===== src/rtl/pe_operand_collector.sv =====
// Operand collector for a processing element: buffers one a/b operand each, issues
// them to an external combinational FU, and streams the results for a configured run length.
module pe_operand_collector #(
  parameter int unsigned DW  = 32,
  parameter int unsigned OPW = 4,
  parameter int unsigned CW  = 16
) (
  input  logic           clk,
  input  logic           rst_n,
  input  logic           start,
  input  logic [OPW-1:0] cfg_opcode,
  input  logic           cfg_b_imm,
  input  logic [DW-1:0]  cfg_imm,
  input  logic [CW-1:0]  cfg_iter,
  input  logic           in_a_valid,
  input  logic [DW-1:0]  in_a_data,
  output logic           in_a_ready,
  input  logic           in_b_valid,
  input  logic [DW-1:0]  in_b_data,
  output logic           in_b_ready,
  output logic [DW-1:0]  fu_a,
  output logic [DW-1:0]  fu_b,
  output logic [OPW-1:0] fu_opcode,
  input  logic [DW-1:0]  fu_result,
  output logic           out_valid,
  output logic [DW-1:0]  out_data,
  input  logic           out_ready,
  output logic           busy,
  output logic           done
);

  localparam logic [OPW-1:0] OP_NOT = OPW'(7);

  typedef enum logic [1:0] {
    S_IDLE  = 2'd0,
    S_RUN   = 2'd1,
    S_DRAIN = 2'd2,
    S_DONE  = 2'd3
  } state_t;

  state_t         state;
  state_t         state_next;

  logic [OPW-1:0] opcode_q;
  logic           b_imm_q;
  logic [DW-1:0]  imm_q;
  logic [CW-1:0]  iter_q;
  logic [CW-1:0]  cnt_q;
  logic [CW-1:0]  cnt_inc;
  logic           a_full;
  logic           b_full;
  logic [DW-1:0]  a_buf;
  logic [DW-1:0]  b_buf;

  logic           b_need;
  logic           operand_rdy;
  logic           fire;
  logic           last_fire;
  logic           a_load;
  logic           b_load;
  logic           start_ok;

  // Handshake and issue decisions; ready may rise on the cycle a buffer is consumed.
  always_comb begin
    b_need      = !b_imm_q && (opcode_q != OP_NOT);
    operand_rdy = a_full && (b_full || !b_need);
    fire        = (state == S_RUN) && operand_rdy && (!out_valid || out_ready);
    in_a_ready  = (state == S_RUN) && (!a_full || fire);
    in_b_ready  = (state == S_RUN) && b_need && (!b_full || fire);
    a_load      = in_a_valid && in_a_ready;
    b_load      = in_b_valid && in_b_ready;
    cnt_inc     = CW'(cnt_q + CW'(1));
    last_fire   = fire && (cnt_inc == iter_q);
    start_ok    = start && (state == S_IDLE);
  end

  assign fu_a      = a_buf;
  assign fu_b      = b_imm_q ? imm_q : b_buf;
  assign fu_opcode = opcode_q;

  // Next-state logic
  always_comb begin
    state_next = state;
    case (state)
      S_IDLE: begin
        if (start) state_next = (cfg_iter == '0) ? S_DONE : S_RUN;
      end
      S_RUN: begin
        if (last_fire) state_next = S_DRAIN;
      end
      S_DRAIN: begin
        if (!out_valid || out_ready) state_next = S_DONE;
      end
      S_DONE: begin
        state_next = S_IDLE;
      end
      default: state_next = S_IDLE;
    endcase
  end

  always_ff @(posedge clk or negedge rst_n) begin
    if (!rst_n) begin
      state <= S_IDLE;
      busy  <= 1'b0;
      done  <= 1'b0;
    end else begin
      state <= state_next;
      busy  <= (state_next == S_RUN) || (state_next == S_DRAIN);
      done  <= (state_next == S_DONE);
    end
  end

  // Run configuration and fire counter
  always_ff @(posedge clk or negedge rst_n) begin
    if (!rst_n) begin
      opcode_q <= '0;
      b_imm_q  <= 1'b0;
      imm_q    <= '0;
      iter_q   <= '0;
      cnt_q    <= '0;
    end else if (start_ok) begin
      opcode_q <= cfg_opcode;
      b_imm_q  <= cfg_b_imm;
      imm_q    <= cfg_imm;
      iter_q   <= cfg_iter;
      cnt_q    <= '0;
    end else if (fire) begin
      cnt_q    <= cnt_inc;
    end
  end

  // Single-entry operand buffers; a reload in the firing cycle keeps the entry full.
  always_ff @(posedge clk or negedge rst_n) begin
    if (!rst_n) begin
      a_full <= 1'b0;
      b_full <= 1'b0;
      a_buf  <= '0;
      b_buf  <= '0;
    end else begin
      if (state == S_DONE)  a_full <= 1'b0;
      else if (a_load)      a_full <= 1'b1;
      else if (fire)        a_full <= 1'b0;

      if (state == S_DONE)          b_full <= 1'b0;
      else if (b_load)              b_full <= 1'b1;
      else if (fire && b_need)      b_full <= 1'b0;

      if (a_load) a_buf <= in_a_data;
      if (b_load) b_buf <= in_b_data;
    end
  end

  // Result register holds until accepted downstream
  always_ff @(posedge clk or negedge rst_n) begin
    if (!rst_n) begin
      out_valid <= 1'b0;
      out_data  <= '0;
    end else if (fire) begin
      out_valid <= 1'b1;
      out_data  <= fu_result;
    end else if (out_valid && out_ready) begin
      out_valid <= 1'b0;
    end
  end

endmodule

===== config.mk =====
export PLATFORM = sky130hd
export DESIGN_NAME = pe_operand_collector
export DESIGN_NICKNAME = d
export VERILOG_FILES = /design/src/rtl/pe_operand_collector.sv
export SDC_FILE = /design/constraint.sdc
export NUM_CORES = 1
export LEC_CHECK = 0
export CAP_MARGIN = 10
export CORE_MARGIN = 1
export CORE_UTILIZATION = 60
export DETAILED_ROUTE_END_ITERATION = 12
export DONT_BUFFER_PORTS = 1
export PLACE_DENSITY_LB_ADDON = 0.05
export SLEW_MARGIN = 20
export SYNTH_ARGS = -nofsm -noshare
export SYNTH_HDL_FRONTEND = slang
export SYNTH_SLANG_ARGS = --single-unit

===== constraint.sdc =====
create_clock -name clk -period 3.3 [get_ports clk]
set_input_delay 0.495 -clock clk [delete_from_list [all_inputs] [get_ports clk]]
set_output_delay 0.495 -clock clk [all_outputs]
set_load 0.02 [all_outputs]

==> flow_summary.yaml <==
cells_and_area:
  syn_to_final_growth_pct: 9.38
  num_antenna_cells: 0
  fin_util_pct: 67.2
  drive_above_1_share_pct: 16.6
  final_nets: 879
  fill_cells: 970
  finalNonFillerCells: 906
sta:
  period_share_pct: 81.0
  finalMaxSlewViolations: 0
  fin_crit_ns: 2.67
  worst_pin_slew_ns: 0.930
  slew_headroom_pct: 37.8
  tns_ns: 0
  clock.fmax_mhz: 374
  setup_viol: 0
  timing.hold.ws_ns: -0.232
  rsz0062_at_grt: "false"
  fin_skew_ns: 0.00762
  finalHoldViolCount: 172
critical_path:
  critical_path_class: "reg -> out"
  rrSetupSlack_ns: 0.71
  cp.arrival_ns: 2.18
  timing.rr.end: "busy$_DFF_PN0_"
  path_max_fanout: 34
  reg2reg_depth: 8
  required_ns: 2.80
  worstSetupStartpointType: "flop"
  endpoint_kind: "output pin"
  r2r-start: "cnt_q[0]$_DFFE_PN0P_"
global_routing:
  gr-total-overflow: 0
  antenna_found_initial: 0
  grt_pass1_vias: 5187
  track_usage_pct: 25.5
  grt_pass1_wl_um: 25800
  grt_max_degree: 173
placed_design:
  dp_hpwl_um: 11700
  port_buffers: 0
  gp_congestion: 0.853
  placedCellCount: 875
yosys:
  synth_cell_type_count: 58
  yosys.cell_count.top_type: "nand2_1"
  synthTopCellsByCount: "nand2_1, dfrtp_1, mux2_2, mux2_1, o21ai_0"
  muxShareOfSynthArea_pct: 14.4
  synth_compound_area_share_pct: 5.02
  synth_top_family_by_area: "simple AND/OR/NAND/NOR gates"
  synth-edff-count: 0
  synthSimpleGateAreaFrac_pct: 19.0
  async_flop_share_pct: 100
  syn_nets: 891
  yosys_warnings: 0
  yosysTopAreaCell: "dfrtp_1"
  synth_top_area_share_pct: 55.7
  ys_seq_area_share_pct: 55.7
  ys.flop_type: "dfrtp_1"
  synth_seq_cells: 172
  synthAdderAreaFrac_pct: 0.324
  synth_xor_area_share_pct: 2.77
  synth_area_leaders: "dfrtp_1, nand2_1, mux2_2"
  syn_inst: 734
  syn_avg_cell_area_um2: 10.5
  syn_area_um2: 7720
route:
  dr_total_vias: 5172
  drc: 0
  vias_per_cell: 5.71
  drtAntennaViolNets: 0
  wl_per_cell_um: 18.5
  drt_iter0_drc: 315
  route.final.wire_length_um: 16700
  first_pass_iters: 6
clock_network:
  path_clk_slew_ns: 0.06
  ctsResizeCount: 0
  clock_path_buffers: 2
  clk_latency_ns: 0.42
  post_cts_buffers: 0
  cts.sink_count: 172
  cts_buffers: 17
  ctsRootBufferMaster: "clkbuf_16"
  cts_tree: "built"
  cts_max_level: 4
status:
  status: "finished, violations left"
  violations: "hold timing"
floorplanning:
  start_util_pct: 61.5
  die_width_um: 115
  dieArea_um2: 13300
  io_pins: 260
  core-area_um2: 12600
  die_h_um: 115
  rows: 41
job:
  maxCapViolations: 0
power_and_ir_drop:
  static-leakage-power_nw: 3.99
  powerDensity_nw_per_um2: 1110
  ir_drop_v: 0.000563
worst_hold_path:
  hold_class: "in -> async"
==> cells in the final DEF (no fill, tap or decap), types with 10 or more instances in the layout <==
| master | count |
|---|---|
| dfrtp_1 | 172 |
| mux2_1 | 30 |
| nand2_1 | 275 |
| buf_4 | 10 |
| xor2_1 | 13 |
| o21ai_0 | 21 |
| mux2_2 | 66 |
| clkbuf_16 | 17 |
| nor2_1 | 13 |
==> critical path: stages (launching register included) <==
cell and delay, ns:
dfrtp_1 0.47, and4b_1 0.32, o311ai_4 0.26, buf_4 0.37
a21oi_1 0.14, buf_4 0.18
==> power breakdown <==
part | leakage [nW] | switching [mW] | internal [mW]
Combinational | 1.61 | 1.81 | 1.29
Sequential | 2.09 | 1.19 | 3.08
Clock | 0.293 | 0.787 | 1.25
Total | 3.99 | 3.79 | 5.62
==> per-layer routing <==
layer  vias up  GRT usage [%]  wire length [um]  share of wire, %
met2       225           43.4              8270                49
met5         -              0                 0                 0
met3        24           8.63              1570               9.4
met1      2500           30.2              6560                39
met4         0           9.44               317               1.9
li1       2423              -                 -                 -
==> sequential cells by signal (all words and copies together) (netlist names) <==
| register | cells |
|---|---|
| b_buf | 32 |
| busy | 1 |
| b_full | 1 |
| out_valid | 1 |
| fu_opcode | 4 |
| done | 1 |
| imm_q | 32 |
| b_imm_q | 1 |
| fu_a | 32 |
| iter_q | 16 |
| out_data | 32 |
| cnt_q | 16 |
| a_full | 1 |
| state | 2 |
==> kinds of logic (layout without fill, tap and decap cells) <==
family          after synthesis  in the layout
compound gates               56             56
fa+ha+maj                     2              2
buf+inv                      49             49
simple gates                335            335
mux                          99             99
flops                       172            172
xor+xnor                     21             21
==> through the flow <==
stage,instance area [um2],setup slack [ns],power (mW)
finish,8450,0.627,9.41
global route,8450,0.522,9.99
CTS,8450,0.601,9.49
detailed placement,7840,0.744,7.44
global placement,7840,0.781,7.26
floorplan,7720,0.927,6.71
==> layout make-up <==
type	instances	area (um2)	share of cell area [%]
clock buffers	22	474	5.61
clock inverters	9	136	1.61
inverters	8	30.0	0.355
multi-input cells	513	3210	38.0
flip-flops and latches	172	4300	50.9
well taps	172	215	2.55
repair buffers	10	75.1	0.888
==> how the worst max path moves through the flow <==
| stage | from | endpoint | slack, ns | cells after the start |
|---|---|---|---|---|
| after floorplan | cnt_q[0]$_DFFE_PN0P_ | busy$_DFF_PN0_ | 0.93 | 8 |
| after global placement | cnt_q[0]$_DFFE_PN0P_ | busy$_DFF_PN0_ | 0.78 | 8 |
| after detailed placement | cnt_q[0]$_DFFE_PN0P_ | busy$_DFF_PN0_ | 0.74 | 8 |
| after CTS | fu_opcode[3]$_DFFE_PN0P_ | in_b_ready | 0.60 | 5 |
| after global routing | fu_opcode[3]$_DFFE_PN0P_ | in_b_ready | 0.52 | 5 |
| final | fu_opcode[1]$_DFFE_PN0P_ | in_a_ready | 0.63 | 5 |
Note: power is estimated with default switching activity, not from simulation.
